$ cat config.mk
export PLATFORM = sky130hd
export DESIGN_NAME = pwm_dac_bank_flat
export DESIGN_NICKNAME = d
export VERILOG_FILES = /design/src/rtl/pwm_dac_bank_if.sv /design/src/rtl/pwm_dac_bank.sv /design/src/flat_wrapper.sv
export SDC_FILE = /design/constraint.sdc
export NUM_CORES = 1
export LEC_CHECK = 0
export CORE_ASPECT_RATIO = 1.25
export CORE_MARGIN = 4
export CORE_UTILIZATION = 40
export CTS_CLUSTER_DIAMETER = 200
export CTS_CLUSTER_SIZE = 25
export DETAILED_ROUTE_END_ITERATION = 16
export PLACE_DENSITY = 0.54
export SLEW_MARGIN = 10
export SYNTH_ARGS = -nofsm -noshare
export SYNTH_HDL_FRONTEND = slang
export SYNTH_SLANG_ARGS = --single-unit
$ cat constraint.sdc
create_clock -name clk -period 2.15 [get_ports clk]
set_input_delay 0.645 -clock clk [delete_from_list [all_inputs] [get_ports clk]]
set_output_delay 0.645 -clock clk [all_outputs]
set_load 0.01 [all_outputs]
$ cat src/rtl/pwm_dac_bank_if.sv
// Duty-write port of the PWM DAC bank: valid/ready write of one channel's on-time.
interface pwm_dac_bank_if #(
  parameter int unsigned N  = 8,
  parameter int unsigned CH = 4
);
  localparam int unsigned CHW = (CH > 1) ? $clog2(CH) : 1;

  logic           duty_valid;
  logic [CHW-1:0] duty_ch;
  logic [N-1:0]   duty_data;
  logic           duty_ready;

  modport master (output duty_valid, duty_ch, duty_data, input duty_ready);
  modport slave  (input duty_valid, duty_ch, duty_data, output duty_ready);
endinterface

$ cat src/rtl/pwm_dac_bank.sv
// Multi-channel double-buffered PWM DAC bank.
// One free-running N-bit period counter feeds CH comparators; duty writes land in
// shadow registers and are committed to the active registers at the period wrap.
// Optional feature macro: PWM_DAC_PHASE_STAGGER_EN spreads channel phases evenly
// over the period (c_k = ctr + k*2^N/CH); undefined means all channels use ctr.
module pwm_dac_bank #(
  parameter int unsigned N  = 8,
  parameter int unsigned CH = 4
) (
  input  logic          clk,
  input  logic          reset,
  input  logic          enable,
  pwm_dac_bank_if.slave duty,
  output logic [CH-1:0] pwm_out,
  output logic          period_start
);
  localparam logic [N-1:0] CTR_MAX = {N{1'b1}};

  logic [N-1:0]  ctr_q, ctr_d;
  logic [N-1:0]  sh_q  [CH];
  logic [N-1:0]  sh_d  [CH];
  logic [N-1:0]  act_q [CH];
  logic [N-1:0]  act_d [CH];
  logic [N-1:0]  cmp_c [CH];
  logic [CH-1:0] pwm_q, pwm_d;
  logic          ps_q, ps_d;
  logic          wrap_c;
  logic          write_c;
  logic          duty_ready_c;

  // Wrap cycle: commit point; writes are stalled so none is lost at commit.
  assign wrap_c       = enable && (ctr_q == CTR_MAX);
  assign duty_ready_c = !wrap_c;
  assign write_c      = duty.duty_valid && duty_ready_c;
  assign duty.duty_ready = duty_ready_c;

  // Per-channel compare value (phase offset only when staggering is built in).
  always_comb begin
    for (int unsigned k = 0; k < CH; k++) begin
`ifdef PWM_DAC_PHASE_STAGGER_EN
      cmp_c[k] = ctr_q + N'(64'(k) * ((64'd1 << N) / 64'(CH)));
`else
      cmp_c[k] = ctr_q;
`endif
    end
  end

  // Next-state: counter, shadow writes, commit at wrap, comparator outputs.
  always_comb begin
    ctr_d = ctr_q;
    pwm_d = '0;
    ps_d  = wrap_c;
    if (enable) begin
      ctr_d = ctr_q + N'(1);
    end
    for (int unsigned k = 0; k < CH; k++) begin
      sh_d[k]  = sh_q[k];
      act_d[k] = act_q[k];
      // Out-of-range channel numbers match no k: accepted but dropped.
      if (write_c && (32'(duty.duty_ch) == k)) begin
        sh_d[k] = duty.duty_data;
      end
      if (wrap_c) begin
        act_d[k] = sh_q[k];
      end
      pwm_d[k] = enable && (cmp_c[k] < act_q[k]);
    end
  end

  // State and output registers with synchronous reset.
  always_ff @(posedge clk) begin
    if (reset) begin
      ctr_q <= '0;
      pwm_q <= '0;
      ps_q  <= 1'b0;
      for (int unsigned k = 0; k < CH; k++) begin
        sh_q[k]  <= '0;
        act_q[k] <= '0;
      end
    end else begin
      ctr_q <= ctr_d;
      pwm_q <= pwm_d;
      ps_q  <= ps_d;
      for (int unsigned k = 0; k < CH; k++) begin
        sh_q[k]  <= sh_d[k];
        act_q[k] <= act_d[k];
      end
    end
  end

  assign pwm_out      = pwm_q;
  assign period_start = ps_q;
endmodule

$ cat src/flat_wrapper.sv
// flat-port wrapper written by rule: the top's interface ports become plain ports
module pwm_dac_bank_flat 
#(
  parameter int unsigned N  = 8,
  parameter int unsigned CH = 4
)
  (clk, reset, enable, pwm_out, period_start, duty_duty_valid, duty_duty_ch, duty_duty_data, duty_duty_ready);
  pwm_dac_bank_if #(.N(N), .CH(CH)) duty_i ();
  input  logic clk;
  input  logic reset;
  input  logic enable;
  output logic [CH-1:0] pwm_out;
  output logic period_start;
  input wire logic [$bits(duty_i.duty_valid)-1:0] duty_duty_valid;
  input wire logic [$bits(duty_i.duty_ch)-1:0] duty_duty_ch;
  input wire logic [$bits(duty_i.duty_data)-1:0] duty_duty_data;
  output wire logic [$bits(duty_i.duty_ready)-1:0] duty_duty_ready;
  assign duty_i.duty_valid = duty_duty_valid;
  assign duty_i.duty_ch = duty_duty_ch;
  assign duty_i.duty_data = duty_duty_data;
  assign duty_duty_ready = duty_i.duty_ready;
  pwm_dac_bank #(.N(N), .CH(CH)) u_core (.clk(clk), .reset(reset), .enable(enable), .duty(duty_i), .pwm_out(pwm_out), .period_start(period_start));
endmodule
==> impl_metrics.env <==
export IMPL_run_status="finished clean"
export IMPL_synth_mux_area_share_pct=9.29
export IMPL_drive_gt1_share_pct=11.4
export IMPL_cp_cell_sequence="ha_4 -> nand4_4 -> nor2_4 -> inv_2 -> clkdlybuf4s15_1"
export IMPL_numClockSinks=77
export IMPL_synth_compound_area_share_pct=9.99
export IMPL_dp_cells=525
export IMPL_io_pins=20
export IMPL_worst_pin_slew_ps=450
export IMPL_grt_max_degree=63
export IMPL_synth_top_family_by_area="simple AND/OR/NAND/NOR gates"
export IMPL_drtAntennaViolNets=0
export IMPL_cp_start_kind="flop"
export IMPL_path_clk_slew_ps=80
export IMPL_cts_buffer_depth=2
export IMPL_start_util_pct=40.9
export IMPL_cts_hold_buf=0
export IMPL_synthFlopType="dfxtp_1"
export IMPL_synth_edf_count=0
export IMPL_min_path_type="reg -> reg"
export IMPL_p_per_area_nw_per_um2=684
export IMPL_track_usage_pct=15.8
export IMPL_layoutNonFillerInstCount=542
export IMPL_diodes=0
export IMPL_synth_top_area_cell="dfxtp_1"
export IMPL_cts_buffers=9
export IMPL_vias_per_cell=4.84
export IMPL_place_port_buffers=19
export IMPL_die_height_um=113
export IMPL_cts_tree="done"
export IMPL_routedWlPerCell_um=14.1
export IMPL_overflow=0
export IMPL_finalHoldViolCount=0
export IMPL_crit_arrival_ps=1390
export IMPL_total_power_mw=2.89
export IMPL_crit_required_ps=1500
export IMPL_yosys_area_share_adder_pct=10.2
export IMPL_synth_simple_area_share_pct=20.0
export IMPL_synth_seq_cells=77
export IMPL_slew_headroom_pct=69.2
export IMPL_routed_wl_um=7620
export IMPL_num_rows=38
export IMPL_critPathMaxStageDelay_ps=360
export IMPL_syn_num_nets=429
export IMPL_leakage_nw=1.67
export IMPL_crit_path_end_kind="output pin"
export IMPL_antenna_found_initial=0
export IMPL_nets=460
export IMPL_drt_pass1_iterations=4
export IMPL_hpwl_um=5430
export IMPL_syn_to_final_growth_pct=18.7
export IMPL_period_minus_slack_ps=2030
export IMPL_core_um2=8700
export IMPL_dieArea_um2=10500
export IMPL_drt_iter0_drc=155
export IMPL_async_flop_share_pct=0
export IMPL_whs_path_depth=2
export IMPL_vias=2624
export IMPL_synth_seq_area_share_pct=43.3
export IMPL_drv_cap=0
export IMPL_yosys_warnings=0
export IMPL_ys_top_cells_by_area="dfxtp_1 43%, ha_1 10%, mux2i_1 9.3%, nand2_1 7.4%, nand2b_1 7.2%"
export IMPL_fin_crit_sh_pct=94.5
export IMPL_synthCells=386
export IMPL_syn_area_per_cell_um2=9.22
export IMPL_synth_xor_area_share_pct=1.48
export IMPL_vdd_ir_drop_max_mv=0.307
export IMPL_path_max_fanout=3
export IMPL_fin_tns_setup_ps=0
export IMPL_max_freq_mhz=492
export IMPL_grt_pass1_wl_um=12700
export IMPL_slowest_stage="dfxtp_2"
export IMPL_gp_congestion=0.777
export IMPL_cts_root_buffer="clkbuf_8"
export IMPL_slew_violations=0
export IMPL_synth_top_area_share_pct=43.3
export IMPL_reg2regPathDepth=6
export IMPL_clock_skew_ps=7.77
export IMPL_die_x_um=92.3
export IMPL_synth_cell_types=35
export IMPL_first_global_vias=2603
export IMPL_drc=0
export IMPL_rsz0062_at_grt="no"
export IMPL_syn_area_um2=3560
export IMPL_clk_latency_ps=350
export IMPL_htree_num_levels=3
export IMPL_finalSetupViolCount=0
export IMPL_criticalPathCategory="reg -> out"
export IMPL_fillCellCount=853
-- path summary, 6_finish.rpt --
| check | startpoint | end | slack [ps] |
|---|---|---|---|
| worst max-delay path | u_core.ctr_q[0]$_SDFFE_PP0P_ | duty_duty_ready | 120 |
| worst max register to register | u_core.ctr_q[1]$_SDFFE_PP0P_ | u_core.pwm_out[1]$_SDFF_PP0_ | 240 |
| worst min register to register | u_core.sh_q[3][0]$_SDFFE_PP0P_ | u_core.act_q[3][0]$_SDFFE_PP0P_ | 440 |
| worst min-delay path | u_core.sh_q[3][0]$_SDFFE_PP0P_ | u_core.act_q[3][0]$_SDFFE_PP0P_ | 440 |
-- state kept, by name, summed over array words and instances, names as in the netlist --
signal,cells
u_core.act_q,32
u_core.ctr_q,8
u_core.period_start,1
u_core.pwm_out,4
u_core.sh_q,32
-- synthesized netlist by cell type, types with 2 or more instances --
| library cell | count |
|---|---|
| a211oi_1 | 4 |
| ha_1 | 29 |
| xor2_1 | 4 |
| or3b_2 | 3 |
| xnor2_1 | 2 |
| mux2i_1 | 33 |
| dfxtp_1 | 77 |
| nand3_1 | 2 |
| o21a_1 | 4 |
| a21oi_1 | 33 |
| nor2_1 | 9 |
| buf_6 | 2 |
| buf_2 | 6 |
| a2111oi_0 | 4 |
| inv_1 | 28 |
| a31oi_1 | 4 |
| o211ai_1 | 4 |
| nand2_1 | 70 |
| clkbuf_1 | 9 |
| o2111ai_1 | 4 |
| nand2b_1 | 41 |
-- kinds of logic (layout without fill, tap and decap cells) --
group,Yosys count,count (layout)
AOI/OAI and AO/OA,58,58
buffers and inverters,47,83
xor gates and xnor gates,6,6
muxes,33,33
DFF,77,77
adders and majority gates,29,29
and+or+nand+nor,136,136
-- where the power goes --
part	switching [mW]	leakage [nW]	internal, mW	total (mW)
Clock	0.520	0.116	0.714	1.23
Sequential	0.0153	0.624	1.45	1.47
Combinational	0.0910	0.932	0.0948	0.186
Total	0.626	1.67	2.26	2.89
-- cells in the final DEF, fill, tap and decap left out, drive strengths merged --
cell type	instances
a2111oi	4
ha	29
xnor2	2
dfxtp	77
a31oi	4
o21ai	1
o21a	4
clkdlybuf4s15	1
or3b	4
o2111ai	4
mux2i	33
inv	29
or3	1
nand4	3
nand4b	2
a211oi	4
and4	1
bufinv	2
xor2	4
clkdlybuf4s50	16
and3	1
buf	20
nand2b	41
clkinv	2
nand2	70
o211ai	4
clkbuf	13
nand3	3
a21oi	33
nor2	10
-- stage by stage --
stage | setup slack, ps | util, % | hold WS, ps | area [um2]
final | 118 | 48.5 | 444 | 4220
after CTS | 1.07 | 48.5 | 447 | 4220
after global placement | -510 | 45.6 | 438 | 3970
after global routing | 22.0 | 48.5 | 469 | 4220
after detailed placement | -504 | 45.6 | 445 | 3970
after floorplan | 203 | - | 431 | 3560
-- metal layers --
metal	vias up	part of all wire (%)	wire length, um	global-route usage (%)
li1	1358	-	-	-
met1	1233	49	3730	20.4
met2	21	47	3590	25.6
met3	12	2.0	153	3.23
met4	0	2.0	155	6.54
met5	-	0	0	0
-- final cells by class --
cell class                      count  area, um2  share of cell area (%)
Clock inverter                      4       70.1                    1.66
Clock buffer                       12        155                    3.67
Multi-Input combinational cell    262       1830                    43.4
Sequential cell                    77       1540                    36.6
Timing Repair Buffer               38        360                    8.53
Tap cell                          120        150                    3.56
Inverter                           29        109                    2.58
-- worst max-delay path, delay by kind of cell, from the launching register on --
kind / cells / cell delay (ps)
AND/OR/NAND/NOR: 2 / 250
buffers and inverters: 2 / 270
adder cells (fa/ha/maj): 1 / 150
flip-flops: 1 / 360
-- what timing repair did --
action	CTS	global route
setup endpoints to repair	1	1
resized for setup	8	2
pin swaps	2	1
buffers inserted	0	1
No activity file was read; power rests on OpenSTA's default activity.
